File: config.mk
export PLATFORM = sky130hd
export DESIGN_NAME = dot_product_mac
export DESIGN_NICKNAME = d
export VERILOG_FILES = /design/src/rtl/dot_product_mac.sv
export SDC_FILE = /design/constraint.sdc
export NUM_CORES = 1
export LEC_CHECK = 0
export ABC_AREA = 1
export BUFFER_PORTS_ARGS = -buffer_cell sky130_fd_sc_hd__buf_2
export CAP_MARGIN = 30
export CORE_MARGIN = 10
export CORE_UTILIZATION = 55
export DETAILED_ROUTE_END_ITERATION = 7
export HOLD_SLACK_MARGIN = 0.03
export PLACE_DENSITY = 0.75
export SLEW_MARGIN = 20
export SYNTH_ARGS = -nofsm -noshare
export SYNTH_HDL_FRONTEND = slang
export SYNTH_SLANG_ARGS = --single-unit
File: constraint.sdc
create_clock -name clk -period 11.8 [get_ports clk]
set_clock_uncertainty 0.2 [all_clocks]
set_input_delay 0 -clock clk [delete_from_list [all_inputs] [get_ports clk]]
set_output_delay 0 -clock clk [all_outputs]
set_load 0.01 [all_outputs]
File: src/rtl/dot_product_mac.sv
// dot_product_mac: streams N signed Q8.8 (x, w) pairs, accumulates their
// full-precision products and returns the saturated Q8.8 dot product.
// Ports:
//   clk, rst_n             clock, async active-low reset
//   start                  begin a vector (sampled in IDLE only)
//   in_valid/in_ready, x, w                 input pair stream
//   out_valid/out_ready, weight_product     result stream
//   overflow               result was saturated (valid with out_valid)
//   busy                   high while accumulating or holding a result
module dot_product_mac #(
    parameter int N     = 4,
    parameter int ACC_W = 40
) (
    input  logic        clk,
    input  logic        rst_n,
    input  logic        start,
    input  logic        in_valid,
    output logic        in_ready,
    input  logic [15:0] x,
    input  logic [15:0] w,
    output logic        out_valid,
    input  logic        out_ready,
    output logic [15:0] weight_product,
    output logic        overflow,
    output logic        busy
);

    localparam int CNT_W = (N > 1) ? $clog2(N) : 1;
    localparam logic [CNT_W-1:0] LAST = CNT_W'(N - 1);
    localparam logic signed [ACC_W-1:0] S_MAX = ACC_W'(32767);
    localparam logic signed [ACC_W-1:0] S_MIN = ACC_W'(-32768);

    typedef enum logic [1:0] {
        IDLE,
        ACCUM,
        DONE
    } state_t;

    state_t                  state;
    logic signed [ACC_W-1:0] acc;
    logic [CNT_W-1:0]        cnt;

    logic signed [31:0]      prod;
    logic signed [ACC_W-1:0] sum_nxt;
    logic signed [ACC_W-1:0] shifted;
    logic [15:0]             res_val;
    logic                    res_ovf;
    logic                    accept;

    assign accept = in_valid && in_ready;

    // Result is formed from the sum including the current product, so the
    // final pair's contribution lands in the same edge that enters DONE.
    always_comb begin
        prod    = $signed(x) * $signed(w);
        sum_nxt = acc + ACC_W'(prod);
        shifted = sum_nxt >>> 8;
        res_ovf = 1'b1;
        if (shifted > S_MAX) begin
            res_val = 16'h7FFF;
        end else if (shifted < S_MIN) begin
            res_val = 16'h8000;
        end else begin
            res_val = shifted[15:0];
            res_ovf = 1'b0;
        end
    end

    always_ff @(posedge clk or negedge rst_n) begin
        if (!rst_n) begin
            state          <= IDLE;
            acc            <= '0;
            cnt            <= '0;
            weight_product <= 16'h0000;
            overflow       <= 1'b0;
            in_ready       <= 1'b0;
            out_valid      <= 1'b0;
            busy           <= 1'b0;
        end else begin
            unique case (state)
                IDLE: begin
                    if (start) begin
                        acc      <= '0;
                        cnt      <= '0;
                        state    <= ACCUM;
                        in_ready <= 1'b1;
                        busy     <= 1'b1;
                    end
                end
                ACCUM: begin
                    if (accept) begin
                        acc <= sum_nxt;
                        cnt <= cnt + CNT_W'(1);
                        if (cnt == LAST) begin
                            weight_product <= res_val;
                            overflow       <= res_ovf;
                            state          <= DONE;
                            in_ready       <= 1'b0;
                            out_valid      <= 1'b1;
                        end
                    end
                end
                DONE: begin
                    if (out_ready) begin
                        state     <= IDLE;
                        out_valid <= 1'b0;
                        busy      <= 1'b0;
                    end
                end
                default: begin
                    state     <= IDLE;
                    in_ready  <= 1'b0;
                    out_valid <= 1'b0;
                    busy      <= 1'b0;
                end
            endcase
        end
    end

endmodule

==> results.md, run 1 <==
- Outcome: finished, final reports clean
- Core area: 0.0296 mm^2
- I/O pin total: 57
- Worst Path Buf+Inv: 7
- Final worst setup slack: 5.09 ns
- Die Width: 193 um
- Setup TNS: 0 ns
- RSZ-0062 raised after global routing: false
- Antenna violation net count after detailed routing: 0
- Slowest cell on crit path: fa_1
- WL per Instance: 15.5 um
- CTS buffer count: 9
- Synth Cell Area: 0.0165 mm^2
- Top_reg_cell synth: dfrtp_1
- Initial antenna violation count: 0
- Clock buffer depth: 2
- First-pass GRT wire length: 69.4 mm
- Total Wirelength: 40.2 mm
- Max Clk Rate: 0.149 GHz
- Via count: 13000
- Rows: 63
- Worst slew margin: 41.6%
- RD Place Congestion: 0.959
- CP max stage delay: 0.79 ns
- Yosys reg bits: 64
- Place WS: 4.82 ns
- Clk Latency, worst-skew pair: 0.34 ns
- Critical Path Fanout Max: 16
- Drt pass-1 iters: 5
- Port buffer count: 56
- Least-Margin Pin Slew: 0.877 ns
- CP delay by family, top: adder cells
- Yosys warning count: 0
- Ys async rst share: 100%
- Slew Viols, Final: 0
- CTS H-Tree Depth: 3
- Worst Path Arrival: 6.78 ns
- Synth Area per Inst: 7.51 um^2
- Clock slew at reported path FFs: 0.06 ns
- First DRT Iteration DRCs: 828
- Fin nets: 2679
- CTS Sinks: 64
- # setup viols final: 0
- EDFF count, synth: 0
- DRC Markers: 0
- Synth Net Count: 2680
- Final Critical Period: 6.71 ns
- Die Y-Extent: 193 um
- Share of layout cells above drive strength 1: 5.09%
- Initial core utilization: 55.7%
- Seq/Total Area, Yosys: 9.71%
- Worst setup path class: in2reg
- Clock root buffer: clkbuf_16
- GR Overflow Total: 0
- Vias in the first global route: 13400
- Die Area: 0.0373 mm^2
- Ant. Diodes: 0
- Hold Crit Class: in2async
- Synthesized netlist cell count: 2197
- Fin crit share: 56.8%
- CP Data Required Time: 11.88 ns
- Area Overhead vs Synth: 5.25%
- Netlist cell types: 34
- CP Capture Type: register
- TritonCTS clock tree: yes
- Hold Vio Cnt, Final: 0
- Pin count of the biggest net entering global routing: 65
- Reg2Reg Setup Slack: 6.00 ns
- Tot GR Track Use: 22.2%
- Vias per Instance: 5.00
- CP startpoint kind: input pin
- HPWL Detailed: 34.7 mm
- Max_cap viols: 0
- Most used cell, CP: nand2_1
## tightest hold or removal path, cell delays in order
cell and delay, ns:
dlygate4sd3_1 0.53, buf_2 0.10, buf_4 0.65
## cell usage after synthesis (3+ instances only)
cell type  instances  share of area (%)
inv_1            672                 15
nand2_1          645                 15
fa_1             330                 40
ha_1             116                8.8
clkbuf_1          74                1.7
nor2_1            71                1.6
nand3_1           69                2.1
dfrtp_1           64                9.7
o21ai_0           29               0.88
a21oi_1           27               0.82
nand4_1           14               0.53
nor2_2            14               0.53
xor2_1            14               0.74
nand2_2           13               0.49
xnor2_1           10               0.53
nor3_1             6               0.18
a32o_1             3               0.18
and2_1             3               0.11
nand3b_1           3               0.14
## through the flow
| stage | instance area, um^2 | cells | hold WS [ns] | utilization (%) |
|---|---|---|---|---|
| 3_3_place_gp | 17000 | 2570 | 0.0454 | 57.3 |
| 3_5_place_dp | 17000 | 2571 | 0.0531 | 57.4 |
| 4_1_cts | 17400 | 2591 | 0.204 | 58.6 |
| 6_report | 17400 | 2591 | 0.208 | 58.6 |
| 5_1_grt | 17400 | 2591 | 0.283 | 58.6 |
| 2_1_floorplan | 16500 | 2197 | -0.496 | - |
## cell usage in the layout (no fill, tap or decap), types with 5 or more instances in the layout
cell	instances
nor3_1	6
fa_1	330
a21oi_1	27
o21ai_0	29
clkbuf_16	9
xnor2_1	10
nand4_1	14
buf_2	56
nor2_1	71
nor2_2	14
buf_4	5
nand3_1	69
xor2_1	14
ha_1	116
nand2_1	645
nand2_2	13
inv_1	672
dfrtp_1	64
## kinds of logic after synthesis
family / share of synthesized area, %
xor gates and xnor gates: 1.37
DFF: 9.71
buffers and inverters: 17.3
adders and majority gates: 48.8
and+or+nand+nor: 20.8
AOI/OAI and AO/OA: 2.08
## layout make-up
cell class / instances / area [um^2]
clock inverters: 7 / 104
fillers: 2778 / 12300
well taps: 390 / 488
flip-flops and latches: 64 / 1600
repair buffers: 66 / 369
inverters: 674 / 2530
clock buffers: 9 / 225
multi-input cells: 1381 / 12100
## routing by layer
metal / vias up / part of all wire (%) / global-route usage [%]
met5: - / 0 / 0
met4: 0 / 1.5 / 4.21
met3: 44 / 5.0 / 2.26
met2: 335 / 48 / 36.8
met1: 6419 / 45 / 31.1
li1: 6164 / - / -
## state kept, by name (all words and copies together) (netlist names)
signal,cells
cnt,2
in_ready,1
overflow,1
acc,40
weight_product,16
state,2
out_valid,1
busy,1
## what timing repair did
item | CTS | global route
setup buffers | 0 | 0
endpoints found under the hold margin | 68 | 0
hold buffers | 4 | 0
gates resized for setup | 0 | 0
setup endpoints to repair | 0 | 0
## path summary, 6_finish.rpt
| check | depth (start not counted) | from | endpoint |
|---|---|---|---|
| worst max-delay path | 31 | x[15] | weight_product[1] |
| worst min-delay path | 3 | rst_n | acc[4] |
| worst max register to register | 27 | acc[15] | weight_product[5] |
| worst min register to register | 2 | weight_product[1] | weight_product[1] |
| max in group asynchronous | 3 | rst_n | weight_product[5] |
| min in group clk | 6 | w[1] | acc[1] |
Power of run 1 is not shown: default switching activity piles up to over one toggle a cycle in this logic, so the estimate is an artifact.
==> run 2, diff against run 1 <==
PLACE_DENSITY = 0.78   (was 0.75)
clock period = 6 ns   (was 11.8 ns; I/O delays follow)
==> results.md, run 2 (synthesis gave the netlist of run 1 again) <==
- Outcome: finished, final reports clean (unchanged)
- Via count: 14100 (was 13000)
- Final Critical Period: 5.78 ns
- CP max stage delay: 0.63 ns (was 0.79 ns)
- Most frequent cells in the layout: inv_1, nand2_1, fa_1 (unchanged)
- Final non-filler cell total: 2786 (was 2591)
- # setup viols final: 0 (unchanged)
- Reg with most FFs: acc (unchanged)
- CP delay by family, top: adder cells (unchanged)
- Slew Viols, Final: 0 (unchanged)
- GR Overflow Total: 0 (unchanged)
- Worst Hold Depth: 7
- Vias per Instance: 5.07 (was 5.00)
- Max_cap viols: 0 (unchanged)
- Fin nets: 2874 (was 2679)
- Port buffer count: 56 (unchanged)
- Placed insts: 2747 (was 2571)
- Max Clk Rate: 0.173 GHz
- Pin count of the biggest net entering global routing: 65 (unchanged)
- Core area: 0.0296 mm^2 (unchanged)
- WL per Instance: 16.1 um (was 15.5 um)
- Tot GR Track Use: 24.1% (was 22.2%)
- Vias in the first global route: 15200 (was 13400)
- WP depth: 31 (unchanged)
- Hold Crit Class: in2reg (was in2async)
- Clock slew at reported path FFs: 0.06 ns (about the same)
- Total Wirelength: 44.9 mm (was 40.2 mm)
- CP Capture Type: register (unchanged)
- Hold Vio Cnt, Final: 0 (unchanged)
- CP Data Required Time: 6.04 ns (was 11.88 ns)
- R2R cell count: 31 (was 27)
- Die Width: 193 um (unchanged)
- Ant. Diodes: 0 (unchanged)
- Worst Path Arrival: 5.82 ns (was 6.78 ns)
- Critical Path Fanout Max: 12 (was 16)
- HPWL Detailed: 38.2 mm (was 34.7 mm)
- Worst slew margin: 40.8% (was 41.6%)
- Commonest non-fill, non-tap cell in the layout: inv_1 (unchanged)
- CP startpoint kind: input pin (unchanged)
- Rows: 63 (unchanged)
- Die Area: 0.0373 mm^2 (unchanged)
- Fin crit share: 96.3%
- First-pass GRT wire length: 75.0 mm (was 69.4 mm)
- Initial antenna violation count: 0 (unchanged)
- DRC Markers: 0 (unchanged)
- CTS H-Tree Depth: 3 (unchanged)
- Number of flip-flops in the largest register: 40 (unchanged)
- TritonCTS clock tree: yes (unchanged)
- Top Registers: acc x40, weight_product x16 (unchanged)
- Die Y-Extent: 193 um (unchanged)
- RD Place Congestion: 0.975 (was 0.959)
- Initial core utilization: 55.7% (unchanged)
- CTS buffer count: 9 (unchanged)
- Area Overhead vs Synth: 19.1% (was 5.25%)
- Antenna violation net count after detailed routing: 0 (unchanged)
- Share of layout cells above drive strength 1: 18.2% (was 5.09%)
- I/O pin total: 57 (unchanged)
- Clock buffer depth: 2 (unchanged)
- Slowest cell on crit path: fa_2 (was fa_1)
- Least-Margin Pin Slew: 0.888 ns (was 0.877 ns)
- Worst Path Buf+Inv: 10 (was 7)
- Clock root buffer: clkbuf_16 (unchanged)
- Clk Latency, worst-skew pair: 0.35 ns (was 0.34 ns)
- Worst setup path class: in2reg (unchanged)
- Drt pass-1 iters: 5 (unchanged)
- First DRT Iteration DRCs: 911 (was 828)
- CTS Sinks: 64 (unchanged)
- Most used cell, CP: nand2_1 (unchanged)
-- run 2: area by class of cell --
type	instances	area [um^2]
multi-input cells	1383	12800
fillers	2483	9990
inverters	674	2540
repair buffers	259	1940
flip-flops and latches	64	1600
well taps	390	488
clock buffers	9	225
clock inverters	7	103
-- run 2: metrics by stage --
step | worst slack (ns) | TNS [ns] | cell area [um^2] | util (%) | hold slack (ns)
finish | 0.221 | 0 | 19700 | 66.3 | 0.149
global route | -0.0477 | -0.274 | 19700 | 66.3 | 0.206
CTS | 0.00196 | 0 | 18800 | 63.3 | 0.180
detailed placement | -0.546 | -8.70 | 18400 | 61.9 | 0.0422
global placement | -0.411 | -6.50 | 18400 | 61.9 | 0.0491
floorplan | 0.0116 | 0 | 16500 | - | -0.496
-- run 2: final timing paths --
check	from	end	slack, ns
max in group asynchronous	rst_n	acc[32]	4.83
worst min-delay path	w[1]	acc[1]	0.15
worst min register to register	weight_product[4]	weight_product[4]	0.28
min in group asynchronous	rst_n	acc[10]	0.20
worst max-delay path	x[15]	weight_product[0]	0.22
worst max register to register	acc[15]	weight_product[0]	0.43
-- run 2: tightest hold or removal path: stages --
cell and delay [ns]:
buf_6 0.12, buf_4 0.19, nand2_1 0.08, inv_1 0.07
ha_1 0.12, nand2_1 0.05, nand2_1 0.05
-- run 2: timing repair --
| action | CTS | global route |
|---|---|---|
| resized for setup | 9 | 193 |
| pin swaps | 3 | 55 |
| setup buffers | 3 | 13 |
| endpoints found under the hold margin | 68 | 0 |
| endpoints found under the setup margin | 16 | 18 |
| hold buffers | 4 | 0 |
| gates cloned | 1 | 1 |
-- run 2: per-layer routing --
| layer | vias up | global-route usage [%] | wire length, um | share of wire, % |
|---|---|---|---|---|
| met5 | - | 0 | 0 | 0 |
| met4 | 0 | 8.33 | 1370 | 3.1 |
| met3 | 113 | 2.04 | 2560 | 5.7 |
| met2 | 500 | 41.9 | 22700 | 51 |
| met1 | 6942 | 30.9 | 18300 | 41 |
| li1 | 6561 | - | - | - |
Power of run 2 is left out for the same reason.
